===== src/rtl/async_fifo_wr_framer.sv =====
// Write-domain packet framer: 2-entry skid queue feeding a dual-clock FIFO write port,
// appending a saturating length trailer after the last data word of each packet.
module async_fifo_wr_framer #(
    parameter int unsigned G_WIDTH     = 8,
    parameter int unsigned G_CNT_WIDTH = 16
) (
    input  logic                   i_clk_w,
    input  logic                   i_arstN_w,
    input  logic                   i_valid,
    output logic                   o_ready,
    input  logic [G_WIDTH-1:0]     i_data,
    input  logic                   i_last,
    input  logic                   i_full,
    output logic                   o_wren_w,
    output logic [G_WIDTH-1:0]     o_data_w,
    output logic                   o_pkt_done,
    output logic [G_CNT_WIDTH-1:0] o_pkt_count,
    output logic                   o_busy
);

    localparam int unsigned OCC_W = 2;
    localparam logic [G_WIDTH-1:0] LEN_MAX = '1;

    typedef enum logic [1:0] {
        S_IDLE    = 2'd0,
        S_DATA    = 2'd1,
        S_TRAILER = 2'd2
    } state_t;

    state_t             state;
    state_t             state_nxt;
    logic [OCC_W-1:0]   occ;
    logic [OCC_W-1:0]   occ_nxt;
    logic [G_WIDTH-1:0] q_data0;
    logic [G_WIDTH-1:0] q_data1;
    logic               q_last0;
    logic               q_last1;
    logic [G_WIDTH-1:0] len;
    logic               push;
    logic               wr_done;
    logic               pop;
    logic               trl_done;

    // Outputs decoded purely from registers; no path from i_full/i_valid to o_ready.
    assign o_ready  = (occ != OCC_W'(2));
    assign o_wren_w = (state != S_IDLE);
    assign o_data_w = (state == S_TRAILER) ? len :
                      (state == S_DATA)    ? q_data0 : '0;
    assign o_busy   = (occ != '0) || (state == S_TRAILER);

    assign push     = i_valid && o_ready;
    assign wr_done  = o_wren_w && !i_full;
    assign pop      = (state == S_DATA) && wr_done;
    assign trl_done = (state == S_TRAILER) && wr_done;
    assign occ_nxt  = occ + OCC_W'(push) - OCC_W'(pop);

    always_ff @(posedge i_clk_w or negedge i_arstN_w) begin
        if (!i_arstN_w) begin
            state <= S_IDLE;
        end else begin
            state <= state_nxt;
        end
    end

    always_comb begin
        state_nxt = state;
        case (state)
            S_IDLE: begin
                if (push) begin
                    state_nxt = S_DATA;
                end
            end
            S_DATA: begin
                if (pop) begin
                    if (q_last0) begin
                        state_nxt = S_TRAILER;
                    end else if (occ_nxt != '0) begin
                        state_nxt = S_DATA;
                    end else begin
                        state_nxt = S_IDLE;
                    end
                end
            end
            S_TRAILER: begin
                if (wr_done) begin
                    state_nxt = (occ_nxt != '0) ? S_DATA : S_IDLE;
                end
            end
            default: state_nxt = S_IDLE;
        endcase
    end

    // Skid queue: entry 0 is the head; a simultaneous push/pop at occupancy 1 refills the head.
    always_ff @(posedge i_clk_w or negedge i_arstN_w) begin
        if (!i_arstN_w) begin
            occ     <= '0;
            q_data0 <= '0;
            q_data1 <= '0;
            q_last0 <= 1'b0;
            q_last1 <= 1'b0;
        end else begin
            occ <= occ_nxt;
            case ({push, pop})
                2'b10: begin
                    if (occ == '0) begin
                        q_data0 <= i_data;
                        q_last0 <= i_last;
                    end else begin
                        q_data1 <= i_data;
                        q_last1 <= i_last;
                    end
                end
                2'b01: begin
                    q_data0 <= q_data1;
                    q_last0 <= q_last1;
                end
                2'b11: begin
                    q_data0 <= i_data;
                    q_last0 <= i_last;
                end
                default: ;
            endcase
        end
    end

    // Saturating per-packet length and completed-packet accounting.
    always_ff @(posedge i_clk_w or negedge i_arstN_w) begin
        if (!i_arstN_w) begin
            len         <= '0;
            o_pkt_done  <= 1'b0;
            o_pkt_count <= '0;
        end else begin
            o_pkt_done <= trl_done;
            if (pop && (len != LEN_MAX)) begin
                len <= len + G_WIDTH'(1);
            end else if (trl_done) begin
                len <= '0;
            end
            if (trl_done) begin
                o_pkt_count <= o_pkt_count + G_CNT_WIDTH'(1);
            end
        end
    end

endmodule


===== config.mk =====
export PLATFORM = sky130hd
export DESIGN_NAME = async_fifo_wr_framer
export DESIGN_NICKNAME = d
export VERILOG_FILES = /design/src/rtl/async_fifo_wr_framer.sv
export SDC_FILE = /design/constraint.sdc
export NUM_CORES = 1
export LEC_CHECK = 0
export ABC_AREA = 1
export BUFFER_PORTS_ARGS = -buffer_cell sky130_fd_sc_hd__buf_2
export CORE_MARGIN = 1.5
export CORE_UTILIZATION = 51
export DETAILED_ROUTE_END_ITERATION = 10
export GPL_TIMING_DRIVEN = 0
export PLACE_DENSITY = 0.76
export SLEW_MARGIN = 25
export SYNTH_ARGS = -nofsm -noshare
export SYNTH_HDL_FRONTEND = slang
export SYNTH_SLANG_ARGS = --single-unit

===== constraint.sdc =====
create_clock -name i_clk_w -period 1.85 [get_ports i_clk_w]
set_input_delay 0.185 -clock i_clk_w [delete_from_list [all_inputs] [get_ports i_clk_w]]
set_output_delay 0.185 -clock i_clk_w [all_outputs]
set_load 0.05 [all_outputs]

==> metrics <==
top cells by count, synth=nand2_1 (103), inv_1 (53), dfrtp_1 (47); busiest grt layer=met2; Pre-antenna DRT Iters=5; Post-synth ARST share=100%; IO Count=41; WL/cell=11.8 um; diode count=0; Fillers=416; Pwr Total=4.56 mW; Layout Cells excl Fill=453; largest cells by area after synthesis=dfrtp_1 (46%), nand2_1 (15%), inv_1 (7.8%), o21ai_0 (6.7%), nand3_1 (3.9%); peak supply drop=0.661 mV; Critical Path End Type=output port; CTS tree=built; number of global-route vias before repair=2020; RePlAce Congestion=0.855; Util after Layout=63.8%; Hold Crit Class=primary input to flop; r2r setup slk=0.08 ns; number of synthesized register bits=47; H-tree depth=2; total number of yosys warnings=0; synth unique cells=27; count leader, synth=nand2_1; Final #Nets=403; setup TNS=0 ns; Final Max Slew Viols=0; DR iter-0 viols=80; initial antenna violation count=0; Die W=73.8 um; routed wire length=5350 um; placed insts=440; Syn Inst Count=332; Max FO, Critical Path=10; EDFF count, synth=0; final hold violation count=0; Crit. Startpoint=state[0]; minimum clock period=1.79 ns; final worst path period share=96.8%; crit path kind=flop to output port; Reg clk slew, reported paths=0.09 ns; post-synth top area cell=dfrtp_1; top_reg_cell synth=dfrtp_1; later-pin clock latency in the skew report=0.30 ns; Post-Syn Area=2560 um2; final non-filler cell area=3060 um2; startpoint class of the critical path=flop; Reg-to-Reg Start=state[0]; vias=2272; pre-CTS setup slack=-0.0223 ns; Detailed Place HPWL=3960 um; die area=5450 um2; Root Buffer=clkbuf_8; Final setup viols=0; ANT nets after route=0; worst endpoint required time=1.66 ns; clock skew=0.00782 ns; Static Leak=1.60 nW; share of cells above drive strength 1=20.5%; # rows=25; Hold Startpoint=i_full; PortBufs=40; largest net degree at the start of global routing=26; Worst Slack Setup Final=0.0596 ns; total CTS buffers=5; hold slack=0.117 ns; Overall Global Routing Usage=21.3%; Worst Tran Pin Value=0.594 ns; Placed Instance Area=2870 um2; Initial Util=53.4%; grt total ovfl=0; register area share after synthesis=46.0%; top cell type's share of synthesized area=46.0%; status=complete, no violations; unrepaired setup endpoints after global routing=true; clk buf depth=2; met2 usage=34.8%; CTS sink cnt=47; CP arrival=1.61 ns; global-route wire length before repair=8850 um; area grow syn2layout=19.5%; Mapped Avg Cell Area=7.70 um2; Fmax achieved=559 MHz; DRC=0; area of the core=4790 um2; met1 Use GR=28.4%; Slew HR=60.4%; syn_nets=350; via/cell ratio=5.02; overall die height=73.8 um; GR Util met3=4.53%; maxcap violations=0; Power Dens Cells=1490 nW/um2
-- kinds of logic after synthesis --
logic type               after synthesis  synth area share, %
XOR/XNOR                              11                 3.77
buffers and inverters                 62                 9.69
flip-flops                            47                 46.0
AO/OA/AOI/OAI                         48                 10.4
adder cells (fa/ha/maj)                5                 2.45
AND/OR/NAND/NOR                      159                 27.7
-- per-layer routing --
| layer | part of all wire (%) | up-vias |
|---|---|---|
| met5 | 0 | - |
| met2 | 49 | 53 |
| met1 | 46 | 1077 |
| met4 | 1.0 | 0 |
| li1 | - | 1137 |
| met3 | 4.3 | 5 |
-- worst max-delay path, stage by stage (launching register included) --
cell and delay (ns):
dfrtp_1 0.42, inv_2 0.10, nand2_1 0.22, o22ai_1 0.27, buf_2 0.30
-- flip-flops by register name, summed over array words and instances, names as in the netlist --
register,cells
len,8
q_last1,1
occ,2
q_data1,8
o_pkt_done,1
state,2
q_data0,8
o_pkt_count,16
q_last0,1
-- path summary, 6_finish.rpt --
| kind | end | cells past startpoint |
|---|---|---|
| min | state[0] | 3 |
| max in group asynchronous | q_data1[4] | 3 |
| min reg2reg | q_data1[1] | 2 |
| min in group asynchronous | o_pkt_count[8] | 2 |
| max | o_data_w[2] | 4 |
| max reg2reg | state[0] | 12 |
-- report_power, final --
part | internal (mW) | switching (mW)
registers | 1.36 | 0.240
logic | 0.664 | 1.52
clock network | 0.437 | 0.338
total | 2.46 | 2.09
-- repair_timing --
action | 4_1_cts | 5_1_grt
cloned | 0 | 0
pin swaps | 0 | 2
setup endpoints to repair | 1 | 21
buffers inserted | 0 | 4
gates resized for setup | 1 | 10
hold endpoints to repair | 24 | 0
hold buffers | 1 | 0
-- layout make-up --
cell class	count	area [um2]	share of cell area, %
Buffer	6	41.3	1.35
Tap cell	67	83.8	2.74
Clock buffer	6	82.6	2.70
Multi-Input combinational cell	223	1150	37.7
Sequential cell	47	1180	38.5
Inverter	56	210	6.88
Clock inverter	2	35.0	1.15
Timing Repair Buffer	46	273	8.93
-- layout by cell type (no fill, tap or decap), types with 2 or more instances in the layout --
cell / n
inv_2: 4
nor3_1: 3
nor2_1: 18
xor2_1: 8
ha_1: 3
o22ai_1: 9
nor2_4: 5
clkbuf_2: 2
buf_4: 6
buf_2: 39
nand3b_1: 4
dfrtp_1: 46
clkbuf_8: 6
inv_1: 52
clkbuf_4: 2
nand2_2: 3
nand2_1: 102
nand3_1: 20
o21ai_0: 34
o21ai_1: 2
xnor2_1: 3
No activity file was read; power rests on OpenSTA's default activity.
